### src/rtl/hazard_stall_unit.sv
// hazard_stall_unit: load-use stall/bubble generator and ID/EX, EX/MEM, MEM/WB destination tracker
module hazard_stall_unit #(
  parameter int LU_BUBBLES = 1,
  parameter int CNT_WIDTH = 16
) (
  input  logic                 clk,
  input  logic                 rst_n,
  input  logic                 load_reg,
  input  logic                 flush,
  input  logic                 id_valid,
  input  logic [2:0]           id_sr1,
  input  logic                 id_sr1_needed,
  input  logic [2:0]           id_sr2,
  input  logic                 id_sr2_needed,
  input  logic [2:0]           id_dr,
  input  logic                 id_dr_needed,
  input  logic                 id_is_load,
  output logic                 stall_pc,
  output logic                 stall_if_id,
  output logic                 bubble_id_ex,
  output logic [2:0]           ex_mem_DR,
  output logic                 ex_mem_dr_needed,
  output logic [2:0]           mem_wb_DR,
  output logic                 mem_wb_dr_needed,
  output logic [CNT_WIDTH-1:0] hazard_count
);
  localparam int BW = $clog2(LU_BUBBLES + 1);
  logic [BW-1:0]        r_bub_cnt;
  logic                 r_ide_v, r_ide_ld, r_mem_v, r_wb_v;
  logic [2:0]           r_ide_dr, r_mem_dr, r_wb_dr;
  logic [CNT_WIDTH-1:0] r_hazard_count;
  logic                 w_hz, w_active;
  assign w_hz = id_valid & r_ide_v & r_ide_ld &
                ((id_sr1_needed & (id_sr1 == r_ide_dr)) | (id_sr2_needed & (id_sr2 == r_ide_dr)));
  // flush overrides any pending or new stall
  assign w_active = !flush & ((r_bub_cnt != '0) | w_hz);
  assign stall_pc         = w_active;
  assign stall_if_id      = w_active;
  assign bubble_id_ex     = w_active;
  assign ex_mem_DR        = r_mem_dr;
  assign ex_mem_dr_needed = r_mem_v;
  assign mem_wb_DR        = r_wb_dr;
  assign mem_wb_dr_needed = r_wb_v;
  assign hazard_count     = r_hazard_count;
  always_ff @(posedge clk or negedge rst_n)
    if (!rst_n) begin
      r_bub_cnt      <= '0;
      r_ide_v        <= 1'b0;
      r_ide_ld       <= 1'b0;
      r_ide_dr       <= '0;
      r_mem_v        <= 1'b0;
      r_mem_dr       <= '0;
      r_wb_v         <= 1'b0;
      r_wb_dr        <= '0;
      r_hazard_count <= '0;
    end else if (load_reg) begin
      r_bub_cnt <= flush ? '0 : (r_bub_cnt != '0) ? r_bub_cnt - 1'b1 : w_hz ? BW'(LU_BUBBLES - 1) : '0;
      r_wb_v    <= r_mem_v;
      r_wb_dr   <= r_mem_dr;
      r_mem_v   <= r_ide_v;
      r_mem_dr  <= r_ide_dr;
      r_ide_v   <= !(w_active | flush | !id_valid | !id_dr_needed);
      r_ide_dr  <= id_dr;
      r_ide_ld  <= id_is_load;
      if (w_active && !(&r_hazard_count))
        r_hazard_count <= r_hazard_count + 1'b1;
    end
endmodule

### config.mk
export PLATFORM = sky130hd
export DESIGN_NAME = hazard_stall_unit
export DESIGN_NICKNAME = d
export VERILOG_FILES = /design/src/rtl/hazard_stall_unit.sv
export SDC_FILE = /design/constraint.sdc
export NUM_CORES = 1
export LEC_CHECK = 0
export CAP_MARGIN = 10
export CORE_MARGIN = 3
export CORE_UTILIZATION = 46
export CTS_CLUSTER_DIAMETER = 150
export DETAILED_ROUTE_END_ITERATION = 12
export PLACE_DENSITY = 0.79
export REMOVE_ABC_BUFFERS = 1
export SETUP_SLACK_MARGIN = 0.02
export SLEW_MARGIN = 5
export SYNTH_ARGS = -nofsm -noshare
export SYNTH_HDL_FRONTEND = slang
export SYNTH_SLANG_ARGS = --single-unit
### constraint.sdc
create_clock -name clk -period 2.2 [get_ports clk]
set_clock_uncertainty 0.05 [all_clocks]
set_input_delay 0.22 -clock clk [delete_from_list [all_inputs] [get_ports clk]]
set_output_delay 0.22 -clock clk [all_outputs]
set_load 0.1 [all_outputs]
# After elaboration in Yosys (flattened, before gate mapping)
# Index checks and enable logic that the tools add are counted.
[classes]
n_addsub = 2
eq_ne = 2
muxes = 2
bitwise_logic = 11
reduce_logical = 8
[ops]
columns = ["op", "n"]
rows = [
  ["$add A16 B1 Y16 const B", 1],
  ["$reduce_and A16 Y1", 1],
  ["$and A1 B1 Y1", 6],
  ["$eq A3 B3 Y1", 2],
  ["$logic_not A1 Y1", 5],
  ["$or A1 B1 Y1", 5],
  ["$mux W1", 2],
  ["$reduce_and A2 Y1", 1],
  ["$logic_and A1 B1 Y1", 1],
  ["$sub A1 B1 Y1 const B", 1],
]
[word_totals]
register_bits = 30
in_bits = 18
output_inout_bits = 27
elab_cells = 34

# Longest topological paths before layout
# Gate-level depths: netlist of the first run.
[logic_depth]
depth_word = 10
ltp_mapped = 7
ltp_nobuf = 6

# Least setup slack after synthesis of the first run
# No wires, ideal clock.
[synth_timing]
path_type = "register to output"
start = "register r_ide_dr[0]"
end = "output port stall_if_id"
t_arrival_ns = 2.240
t_required_ns = 1.930
setup_slack_ns = -0.310
path_stages_with_launch = 6
n_path_buf = 1
cell_sequence = "dfrtp_1 > xnor2_1 > nand4_1 > a21oi_1 > and3b_1 > buf_4"
[synth_via]
elab_chain_len = 6
elab_cells_between_ends = 8
cone_classes = "eq/ne (2); bitwise (6)"
[synth_lines]
columns = ["item", "line", "text"]
rows = [
  ["start: declaration", "30", "logic [2:0] r_ide_dr, r_mem_dr, r_wb_dr;"],
  ["start signal: assignment", "63", "r_ide_dr <= id_dr;"],
  ["$eq A3 B3 Y1", "34", "((id_sr1_needed & (id_sr1 == r_ide_dr)) | (id_sr2_needed & (id_sr2 == r_ide_dr)));"],
  ["$and A1 B1 Y1", "34", ""],
  ["$or A1 B1 Y1 *", "34", ""],
  ["$and A1 B1 Y1 *", "33", "assign w_hz = id_valid & r_ide_v & r_ide_ld &"],
  ["$or A1 B1 Y1 *", "36", "assign w_active = !flush & ((r_bub_cnt != '0) | w_hz);"],
  ["$and A1 B1 Y1 *", "36", ""],
  ["end: declaration", "19", "output logic stall_if_id,"],
]
# Every way passes the cells marked *; elsewhere a longest branch is shown, timed or not.

# Final worst setup path of the first run
[layout_timing]
start = "register r_ide_dr[0]"
end = "output port bubble_id_ex"
[layout_via]
elab_chain_len = 6
elab_cells_between_ends = 8
cone_classes = "eq/ne (2); bitwise (6)"
[layout_lines]
columns = ["item", "line", "text"]
rows = [
  ["$eq A3 B3 Y1", "34", ""],
  ["$and A1 B1 Y1", "34", ""],
  ["$or A1 B1 Y1 *", "34", ""],
  ["$and A1 B1 Y1 *", "33", ""],
  ["$or A1 B1 Y1 *", "36", ""],
  ["$and A1 B1 Y1 *", "36", ""],
  ["end: declaration", "20", "output logic bubble_id_ex,"],
]
# Marks and branches as above.

==> metrics.md, run 1 <==
| Metric | Value |
|---|---|
| Critical path's slowest cell | `dfrtp_1` |
| Critical path type | `reg2out` |
| Clock Pin Slew Worst Setup and Hold Paths | `0.09 ns` |
| Max Fclk | `471 MHz` |
| Largest net degree at the start of global routing | `30` |
| WP data arrival | `1.85 ns` |
| Area contributors post-synth | `dfrtp_1 51%, xnor2_1 12%, mux2_2 9.4%` |
| I/O pin cnt | `45` |
| Most common cell in the netlist | `dfrtp_1` |
| Final std cells w/o fill | `215` |
| Period utilisation layout | `96.5%` |
| Worst-path cell chain | `xnor2_1 -> nand4_1 -> a21oi_2 -> and3b_2 -> buf_12` |
| EDFF count, synth | `0` |
| Cell row count | `19` |
| Final Hold Fails | `0` |
| Unrepaired setup endpoints after global routing | `yes` |
| Vias in the first global route | `1,050` |
| Total track usage | `17.8%` |
| CP max FO | `4` |
| Routability-driven placement congestion ratio | `0.786` |
| Number of DRC markers in iteration 0 | `29` |
| Power Density | `693 nW/µm²` |
| Max_cap viols | `0` |
| Clk_lat worst skew | `0.33 ns` |
| Ys Warns | `0` |
| Logic pwr share | `24.4%` |
| Static leakage | `0.906 nW` |
| Fin worst setup slack | `0.0780 ns` |
| Worst Path Buf+Inv | `1` |
| Synth top area share | `50.5%` |
| Num CTS Buffers | `5` |
| Sw frac | `32.4%` |
| CP required | `1.93 ns` |
| Critical R2R Launch | `hazard_count[0]` |
| Slowest cell delay on critical path | `0.43 ns` |
| Status | `finished, final reports clean` |
| Yosys top cell by area | `dfrtp_1` |
| Net switching power | `0.452 mW` |
| Total iterations of the first detailed-routing run | `4` |
| Die width | `61.9 µm` |
| Sequential power share | `42.5%` |
| Hpwl dp | `2.16 mm` |
| IO Port Bufs | `44` |
| Clock root cell | `clkbuf_4` |
| Reg2Reg Depth | `6` |
| Launch point of the critical path | `r_ide_dr[0]` |
| First-pass GRT wire length | `4.84 mm` |
| Clock Sink Count | `29` |
| Tmin final | `2.12 ns` |
| Slew Viols, Final | `0` |
| Synth Cell Area | `1440 µm²` |
| Max-slew headroom | `75.7%` |
| Number of synthesized register bits | `29` |
| Post-Syn Area per Cell | `12.1 µm²` |
| Drt wl/cell | `14.2 µm` |
| CP Depth | `5` |
| Vias post-DR | `1,088` |
| Startpoint types | `flip-flop` |
| Reg-to-reg slack, setup | `0.20 ns` |
| Hold Crit Class | `in2async` |
| Worst setup EP type | `output port` |
| Die footprint | `3830 µm²` |
| Synth cell count leaders | `29 x dfrtp_1, 19 x xnor2_1, 12 x mux2_2, 9 x nand3_1, 6 x nor2_1` |
| Total congestion overflow | `0` |
| Post-synth ARST share | `100%` |
| Crit path to | `bubble_id_ex` |
| R2R Path End | `hazard_count[1]` |
| CTS Hold Bufs | `0` |
| Placed Instances | `205` |
| Clock buffer depth | `2` |
| Post-synthesis cell type count | `29` |
| Final setup vio count | `0` |
| Starting density of the core | `49.9%` |
| Clock network power share | `33.0%` |
| Dpl ws | `0.0749 ns` |
| Final net count | `191` |
| Worst slew pin tran | `0.364 ns` |
| H-tree Lvls | `2` |
| Number of diodes | `0` |
| Syn Inst Count | `119` |
| Vias per cell | `5.06` |
| Initial antenna violation count | `0` |
| CORE AREA | `2880 µm²` |
| Share of post-route cells with drive strength above 1 | `38.7%` |
| Total chip power | `1.39 mW` |
| Area grow syn2layout | `39.9%` |
| Post-route ant nets | `0` |
| Crit path max-delay family | `simple AND/OR/NAND/NOR gates` |
| Post-synthesis sequential area ratio | `50.5%` |
| Main synth FF type | `dfrtp_1` |
| Final WL | `3.06 mm` |
| Int Pwr | `0.942 mW` |
| Worst VDD drop | `0.581 mV` |
| DRC | `0` |
| CTS tree | `yes` |
| Height of the die | `61.9 µm` |
-- what timing repair did --
| action | in CTS | in global routing |
|---|---|---|
| buffers inserted | 1 | 1 |
| resized for setup | 2 | 2 |
| endpoints found under the hold margin | 0 | 0 |
| pin swaps | 2 | 6 |
| setup endpoints to repair | 3 | 3 |
-- flip-flops by register name, summed over array words and instances, names as in the netlist --
register / cells
hazard_count: 16
ex_mem_DR: 3
mem_wb_DR: 3
r_ide_dr: 3
ex_mem_dr_needed: 1
mem_wb_dr_needed: 1
r_ide_ld: 1
r_ide_v: 1
-- worst min-delay path by stage --
stage,endpoint,slack [ns]
after global placement,hazard_count[11],0.43
after floorplan,ex_mem_DR[0],-0.13
final,hazard_count[11],0.20
after detailed placement,hazard_count[11],0.45
after CTS,hazard_count[14],0.21
after global routing,hazard_count[11],0.22
-- power groups by stage --
stage                     clock [mW]  sequential [mW]  combinational (mW)
after floorplan                    0            0.778              0.0547
after global placement             0            0.600               0.334
after detailed placement           0            0.602               0.336
after CTS                      0.468            0.593               0.339
after global routing           0.495            0.599               0.354
final                          0.460            0.593               0.341
-- cell families after synthesis --
logic type	share of synthesized area, %
compound gates	2.70
xor+xnor	12.2
fa+ha+maj	0.871
buf+inv	3.40
flops	50.5
mux	10.5
simple gates	19.9
-- placed cells by master, fill, tap and decap left out, types with 4 or more instances in the layout --
cell,Yosys,final
clkbuf_4,0,5
nor2_1,6,6
dfrtp_1,29,28
nand4_1,5,5
clkdlybuf4s50_1,0,17
mux2_2,12,12
nand2_1,5,5
nand3_1,9,9
buf_4,2,31
and4_1,4,4
xnor2_1,19,18
-- per-layer routing --
layer  vias up  routed length [µm]  part of all wire (%)  GRT usage (%)
li1        524                   -                     -              -
met1       524                1220                    40           19.2
met2        34                1620                    53           30.8
met3         6                 180                   5.9           7.23
met4         0                  39                   1.3           7.58
met5         -                   0                     0              0
-- worst reg2reg max path, cell delays in order, from the launching register on --
cell     delay (ns)
dfrtp_1        0.41
ha_1           0.21
and4_1         0.27
nand4_2        0.17
or2_4          0.36
nand2_2        0.12
mux2_4         0.30
-- layout make-up --
type	instances	area, µm²
fill	226	867
sequential	29	727
multi-input combinational	83	674
timing repair buffer	51	463
clock buffer	7	55.1
tap	42	52.6
clock inverter	1	30.0
inverter	2	7.51
-- through the flow --
step,area (µm²),hold slack (ns),setup TNS [ns],util (%)
after global placement,1900,0.429,0,65.9
after floorplan,1400,-0.126,-5.81,-
after global routing,2010,0.219,-0.0796,69.9
after detailed placement,1900,0.447,0,65.9
final,2010,0.205,0,69.9
after CTS,1990,0.213,0,69.3
(Power assumes the default switching activity.)
==> run 2: changes to the inputs <==
--- a/config.mk
+++ b/config.mk
@@ -5,9 +5,10 @@
 export SDC_FILE = /design/constraint.sdc
 export NUM_CORES = 1
 export LEC_CHECK = 0
+export ABC_AREA = 1
 export CAP_MARGIN = 10
 export CORE_MARGIN = 3
-export CORE_UTILIZATION = 46
+export CORE_UTILIZATION = 49
 export CTS_CLUSTER_DIAMETER = 150
 export DETAILED_ROUTE_END_ITERATION = 12
 export PLACE_DENSITY = 0.79
==> metrics.md, run 2 <==
| Metric | Value |
|---|---|
| Height of the die | `67.0 µm (was 61.9 µm)` |
| Synth top area share | `39.9% (was 50.5%)` |
| Num CTS Buffers | `5 (unchanged)` |
| Clock root cell | `clkbuf_8 (was clkbuf_4)` |
| Worst setup EP type | `output port (unchanged)` |
| Synth Cell Area | `1820 µm² (was 1440 µm²)` |
| Syn Inst Count | `239 (was 119)` |
| Number of synthesized register bits | `29 (unchanged)` |
| Total track usage | `20.6% (was 17.8%)` |
| Vias per cell | `4.95 (was 5.06)` |
| Final std cells w/o fill | `332 (was 215)` |
| Setup TNS | `0 ns (unchanged)` |
| Vias post-DR | `1,645 (was 1,088)` |
| Post-synthesis sequential area ratio | `39.9% (was 50.5%)` |
| Max reg flops | `16 (unchanged)` |
| Synth cell count leaders | `69 x nand2_1, 38 x inv_1, 29 x dfrtp_1, 17 x nor2_1, 16 x o21bai_1 (was 29 x dfrtp_1, 19 x xnor2_1, 12 x mux2_2, 9 x nand3_1, 6 x nor2_1)` |
| Static leakage | `1.27 nW (was 0.906 nW)` |
| I/O pin cnt | `45 (unchanged)` |
| Drt wl/cell | `12.1 µm (was 14.2 µm)` |
| Dpl ws | `0.222 ns (was 0.0749 ns)` |
| Total iterations of the first detailed-routing run | `4 (unchanged)` |
| Number of diodes | `0 (unchanged)` |
| Post-route ant nets | `0 (unchanged)` |
| Total chip power | `1.28 mW (was 1.39 mW)` |
| Clk_lat worst skew | `0.28 ns (was 0.33 ns)` |
| Critical path type | `in2out (was reg2out)` |
| Startpoint types | `input port (was flip-flop)` |
| Die width | `67.0 µm (was 61.9 µm)` |
| CP max FO | `3 (was 4)` |
| Post-synthesis cell type count | `27 (was 29)` |
| Vias in the first global route | `1,527 (was 1,050)` |
| IO Port Bufs | `44 (unchanged)` |
| Tmin final | `2.00 ns (was 2.12 ns)` |
| Cell row count | `21 (was 19)` |
| Final Hold Fails | `0 (unchanged)` |
| CTS Hold Bufs | `0 (unchanged)` |
| Fin worst setup slack | `0.198 ns (was 0.0780 ns)` |
| WP data arrival | `1.73 ns (was 1.85 ns)` |
| Ys Warns | `0 (unchanged)` |
| DRC | `0 (unchanged)` |
| Clock Sink Count | `29 (unchanged)` |
| Placed Instances | `324 (was 205)` |
| Post-synth ARST share | `100% (unchanged)` |
| Max Fclk | `500 MHz (was 471 MHz)` |
| Final net count | `304 (was 191)` |
| Initial antenna violation count | `0 (unchanged)` |
| Main synth FF type | `dfrtp_1 (unchanged)` |
| H-tree Lvls | `2 (unchanged)` |
| Final WL | `4.01 mm (was 3.06 mm)` |
| Number of DRC markers in iteration 0 | `122 (was 29)` |
| Unrepaired setup endpoints after global routing | `no (was yes)` |
| Total congestion overflow | `0 (unchanged)` |
| Most frequent cells in the layout | `69 x nand2_1, 38 x inv_1, 29 x dfrtp_1 (was 31 x buf_4, 28 x dfrtp_1, 18 x xnor2_1)` |
| CP required | `1.93 ns (about the same)` |
| Largest net degree at the start of global routing | `30 (unchanged)` |
| EDFF count, synth | `0 (unchanged)` |
| Post-Syn Area per Cell | `7.62 µm² (was 12.1 µm²)` |
| Routability-driven placement congestion ratio | `0.799 (was 0.786)` |
| Period utilisation layout | `91.0% (was 96.5%)` |
| Post_cts resized | `0 (was 2)` |
| Status | `finished, final reports clean (unchanged)` |
| Area contributors post-synth | `dfrtp_1 40%, nand2_1 14%, inv_1 7.8% (was dfrtp_1 51%, xnor2_1 12%, mux2_2 9.4%)` |
| Hold Crit Class | `in2async (unchanged)` |
| CORE AREA | `3470 µm² (was 2880 µm²)` |
| First-pass GRT wire length | `7.03 mm (was 4.84 mm)` |
| Worst slew pin tran | `0.451 ns (was 0.364 ns)` |
| Hpwl dp | `2.96 mm (was 2.16 mm)` |
| Reg2Reg Depth | `7 (was 6)` |
| Most frequent standard cell in the layout excluding fill and tap cells | `nand2_1 (was buf_4)` |
| Max-slew headroom | `69.8% (was 75.7%)` |
| Clock Pin Slew Worst Setup and Hold Paths | `0.06 ns (was 0.09 ns)` |
| Post-CTS setup buffer count | `0 (was 1)` |
| Starting density of the core | `52.5% (was 49.9%)` |
| Clock buffer depth | `2 (unchanged)` |
| Max_cap viols | `0 (unchanged)` |
| Slew Viols, Final | `0 (unchanged)` |
| CTS tree | `yes (unchanged)` |
| Worst VDD drop | `0.558 mV (was 0.581 mV)` |
| Area grow syn2layout | `27.9% (was 39.9%)` |
| Power Density | `549 nW/µm² (was 693 nW/µm²)` |
| Final setup vio count | `0 (unchanged)` |
| Share of post-route cells with drive strength above 1 | `22.0% (was 38.7%)` |
| Die footprint | `4480 µm² (was 3830 µm²)` |
| Most common cell in the netlist | `nand2_1 (was dfrtp_1)` |
| Yosys top cell by area | `dfrtp_1 (unchanged)` |
-- run 2: changes by cell type in the layout (fill, tap and decap cells not counted), sizes merged, moves of 6 or more --
| cell | before | now |
|---|---|---|
| xnor2 | 19 | 0 |
| inv | 2 | 43 |
| nand3 | 9 | 24 |
| mux2 | 13 | 0 |
| o21bai | 0 | 16 |
| nor2 | 6 | 21 |
| and3 | 6 | 0 |
| nand2 | 6 | 73 |
| o21ai | 0 | 9 |
-- run 2: logic make-up after synthesis --
group	Yosys count	share of synthesized area [%]
AOI/OAI and AO/OA	26	9.35
xor gates and xnor gates	3	1.44
adders and majority gates	1	0.687
buffers and inverters	51	12.4
DFF	29	39.9
and+or+nand+nor	129	36.2
-- run 2: power breakdown --
part           leakage (nW)  total, mW  internal, mW  switching (mW)
Combinational         0.918      0.285        0.0787           0.206
Clock                0.0450      0.420         0.218           0.202
Sequential            0.304      0.574         0.557          0.0162
Total                  1.27       1.28         0.855           0.424
-- run 2: worst paths after layout --
path / slack (ns) / from / endpoint
max in group asynchronous: 1.56 / rst_n / hazard_count[8]
hold reg to reg: 0.43 / mem_wb_DR[0] / mem_wb_DR[0]
setup / recovery: 0.20 / id_valid / bubble_id_ex
hold / removal: 0.27 / rst_n / mem_wb_DR[2]
min in group clk: 0.43 / mem_wb_DR[0] / mem_wb_DR[0]
setup reg to reg: 0.47 / hazard_count[0] / hazard_count[7]
-- run 2: worst max-delay path: stages --
cell,delay (ns)
clkdlybuf4s50_1,0.49
nand2_1,0.06
nor2_1,0.35
nand3_4,0.15
inv_1,0.24
buf_12,0.21
-- run 2: area by class of cell --
class / instances / area, µm²
Fill cell: 325 / 1140
Clock inverter: 2 / 10.0
Multi-Input combinational cell: 159 / 868
Timing Repair Buffer: 47 / 433
Clock buffer: 6 / 72.6
Inverter: 43 / 161
Sequential cell: 29 / 726
Tap cell: 46 / 57.6
-- run 2: per-stage QoR --
stage / cell area (µm²) / hold slack [ns] / util (%)
5_1_grt: 2330 / 0.317 / 67.1
2_1_floorplan: 1760 / -0.126 / -
3_3_place_gp: 2250 / 0.405 / 64.8
4_1_cts: 2330 / 0.277 / 67.1
3_5_place_dp: 2250 / 0.414 / 64.8
6_report: 2330 / 0.268 / 67.1
-- run 2: layer usage --
| layer | part of all wire, % | track usage (%) | vias up |
|---|---|---|---|
| met5 | 0 | 0 | - |
| li1 | - | - | 832 |
| met4 | 2.2 | 7.85 | 0 |
| met2 | 47 | 30.9 | 51 |
| met1 | 45 | 27.8 | 750 |
| met3 | 6.3 | 5.90 | 12 |
==> run 3: changes to the inputs <==
--- a/config.mk
+++ b/config.mk
@@ -8,10 +8,9 @@
 export ABC_AREA = 1
 export CAP_MARGIN = 10
 export CORE_MARGIN = 3
-export CORE_UTILIZATION = 49
-export CTS_CLUSTER_DIAMETER = 150
+export CORE_UTILIZATION = 44
 export DETAILED_ROUTE_END_ITERATION = 12
-export PLACE_DENSITY = 0.79
+export PLACE_DENSITY = 0.75
 export REMOVE_ABC_BUFFERS = 1
 export SETUP_SLACK_MARGIN = 0.02
 export SLEW_MARGIN = 5
==> constraint.sdc (replaced) <==
create_clock -name clk -period 1.67 [get_ports clk]
set_clock_uncertainty 0.05 [all_clocks]
set_input_delay 0.167 -clock clk [delete_from_list [all_inputs] [get_ports clk]]
set_output_delay 0.167 -clock clk [all_outputs]
set_load 0.1 [all_outputs]
==> metrics.md, run 3 (synthesis gave the netlist of run 2 again) <==
| Metric | Value |
|---|---|
| Power Density | `658 nW/µm² (was 549 nW/µm²)` |
| Most frequent cells in the layout | `68 x nand2_1, 37 x inv_1, 30 x buf_12 (was 69 x nand2_1, 38 x inv_1, 29 x dfrtp_1)` |
| Worst setup EP type | `flip-flop (was output port)` |
| Top cell by count, worst path | `nand2_1` |
| Clock Pin Slew Worst Setup and Hold Paths | `0.07 ns (was 0.06 ns)` |
| Num CTS Buffers | `5 (unchanged)` |
| Metal3 WL | `234 µm (was 251 µm)` |
| Cell row count | `22 (was 21)` |
| Area of the multi-input gates | `931 µm² (was 868 µm²)` |
| Max-slew headroom | `74.6% (was 69.8%)` |
| M1 WL | `2.13 mm (was 1.79 mm)` |
| Core Util, Final | `79.8% (was 67.1%)` |
| Startpoint types | `flip-flop (was input port)` |
| Total iterations of the first detailed-routing run | `4 (unchanged)` |
| CTS Hold Bufs | `0 (unchanged)` |
| Final std cells w/o fill | `367 (was 332)` |
| Highest routed layer | `met4 (unchanged)` |
| Drt wl/cell | `13.5 µm (was 12.1 µm)` |
| CORE AREA | `3830 µm² (was 3470 µm²)` |
| Final setup vio count | `15 (was 0)` |
| Clock Sink Count | `29 (unchanged)` |
| Fin worst setup slack | `-0.0828 ns (was 0.198 ns)` |
| CP max FO | `8 (was 3)` |
| Slowest cell delay on critical path | `0.40 ns (was 0.49 ns)` |
| Worst slew pin tran | `0.381 ns (was 0.451 ns)` |
| Most frequent standard cell in the layout excluding fill and tap cells | `nand2_1 (unchanged)` |
| Hpwl dp | `3.39 mm (was 2.96 mm)` |
| Share of post-route cells with drive strength above 1 | `33.5% (was 22.0%)` |
| Final WL | `4.94 mm (was 4.01 mm)` |
| Period utilisation layout | `105%` |
| CP required | `1.77 ns (was 1.93 ns)` |
| Met2 WL | `2.53 mm (was 1.88 mm)` |
| Die width | `70.3 µm (was 67.0 µm)` |
| Critical R2R Launch | `r_ide_dr[2] (was hazard_count[0])` |
| Tmin final | `1.75 ns` |
| Total chip power | `2.01 mW (was 1.28 mW)` |
| Total congestion overflow | `0 (unchanged)` |
| Register area | `726 µm² (unchanged)` |
| Final net count | `337 (was 304)` |
| Critical path type | `reg2reg (was in2out)` |
| Status | `finished, violations left (was finished, final reports clean)` |
| Vias post-DR | `1,837 (was 1,645)` |
| Post-route ant nets | `0 (unchanged)` |
| Total track usage | `20.0% (was 20.6%)` |
| Reg2Reg Depth | `12 (was 7)` |
| Max Fclk | `571 MHz` |
| WP data arrival | `1.86 ns (was 1.73 ns)` |
| Placed Instances | `350 (was 324)` |
| Static leakage | `1.61 nW (was 1.27 nW)` |
| Area grow syn2layout | `67.6% (was 27.9%)` |
| IO Port Bufs | `44 (unchanged)` |
| H-tree Lvls | `2 (unchanged)` |
| I/O pin cnt | `45 (unchanged)` |
| Max reg flops | `16 (unchanged)` |
| Unrepaired setup endpoints after global routing | `yes (was no)` |
| Clock buffer depth | `2 (unchanged)` |
| Number of diodes | `0 (unchanged)` |
| First-pass GRT wire length | `8.06 mm (was 7.03 mm)` |
| Filler cells | `231 (was 325)` |
| CTS tree | `yes (unchanged)` |
| Clock root cell | `clkbuf_8 (unchanged)` |
| Starting density of the core | `47.6% (was 52.5%)` |
| Hold Crit Class | `in2async (unchanged)` |
| Final Hold Fails | `0 (unchanged)` |
| Number of DRC markers in iteration 0 | `67 (was 122)` |
| Vias in the first global route | `1,833 (was 1,527)` |
| Initial antenna violation count | `0 (unchanged)` |
| Worst VDD drop | `0.473 mV (was 0.558 mV)` |
| Failing checks | `setup timing` |
| Slew Viols, Final | `0 (unchanged)` |
| Max_cap viols | `0 (unchanged)` |
| Routability-driven placement congestion ratio | `0.888 (was 0.799)` |
| Die footprint | `4950 µm² (was 4480 µm²)` |
| Critical path's slowest cell | `dfrtp_1 (was clkdlybuf4s50_1)` |
| Clk_lat worst skew | `0.28 ns (about the same)` |
| Reg-to-reg slack, setup | `-0.08 ns (was 0.47 ns)` |
| Dpl ws | `-0.160 ns (was 0.222 ns)` |
| R2R Path End | `hazard_count[7] (unchanged)` |
| Largest net degree at the start of global routing | `30 (unchanged)` |
| Height of the die | `70.3 µm (was 67.0 µm)` |
| Worst-path cell chain | `inv_2 -> nand2_1 -> nand2_1 -> nor2_2 -> nand2_2 -> nand2_4 -> buf_4 -> buf_6 -> nand4_4 -> buf_12 -> o21bai_1 -> nand2_1 (was clkdlybuf4s50_1 -> nand2_1 -> nor2_1 -> nand3_4 -> inv_1 -> buf_12)` |
| Vias per cell | `5.01 (was 4.95)` |
| DRC | `0 (unchanged)` |
==> run 3: power breakdown <==
part           leakage (nW)  internal [mW]  switching (mW)
sequential            0.304          0.734          0.0352
combinational          1.25          0.179           0.284
clock                0.0574          0.485           0.291
total                  1.61           1.40           0.611
==> run 3: worst max-delay path: cells and delay by family (launching register included) <==
kind	cells	cell delay (ns)
compound gates	1	0.16
buf+inv	4	0.45
flops	1	0.40
simple gates	7	0.56
==> run 3: repair_timing <==
action                                  CTS  global route
gates cloned                              0             1
buffers inserted                          5             3
pin swaps                                 4            13
endpoints found under the setup margin   19            19
endpoints found under the hold margin     0             0
resized for setup                         2            15
==> run 3: worst max path at each step <==
stage                           start               to  slack (ns)  cells past startpoint
after floorplan           r_ide_dr[1]     bubble_id_ex       -1.13                      7
after global placement      id_sr1[1]     bubble_id_ex       -0.14                     10
after detailed placement    id_sr2[1]         stall_pc       -0.16                     10
after CTS                 r_ide_dr[1]         stall_pc       -0.08                      9
after global routing      r_ide_dr[1]  hazard_count[7]       -0.17                     12
final                     r_ide_dr[2]  hazard_count[7]       -0.08                     12
==> run 3: layer usage <==
metal / vias to the layer above / GRT usage, %
met1: 873 / 25.0
met2: 53 / 34.5
met3: 8 / 5.47
met5: - / 0
met4: 0 / 4.04
li1: 903 / -
==> run 3: cell type report <==
type	instances	share of cell area [%]
clock inverters	2	1.23
flip-flops and latches	29	23.8
repair buffers	80	34.3
multi-input cells	159	30.5
clock buffers	6	2.71
well taps	48	1.97
inverters	43	5.49
==> run 3: stage by stage <==
| stage | instance area (µm²) | hold slack, ns | TNS [ns] |
|---|---|---|---|
| 2_1_floorplan | 1760 | -0.179 | -11.83 |
| 3_3_place_gp | 2750 | 0.458 | -1.64 |
| 3_5_place_dp | 2750 | 0.471 | -2.18 |
| 4_1_cts | 2930 | 0.243 | -0.225 |
| 5_1_grt | 3050 | 0.277 | -2.34 |
| 6_report | 3050 | 0.226 | -0.577 |
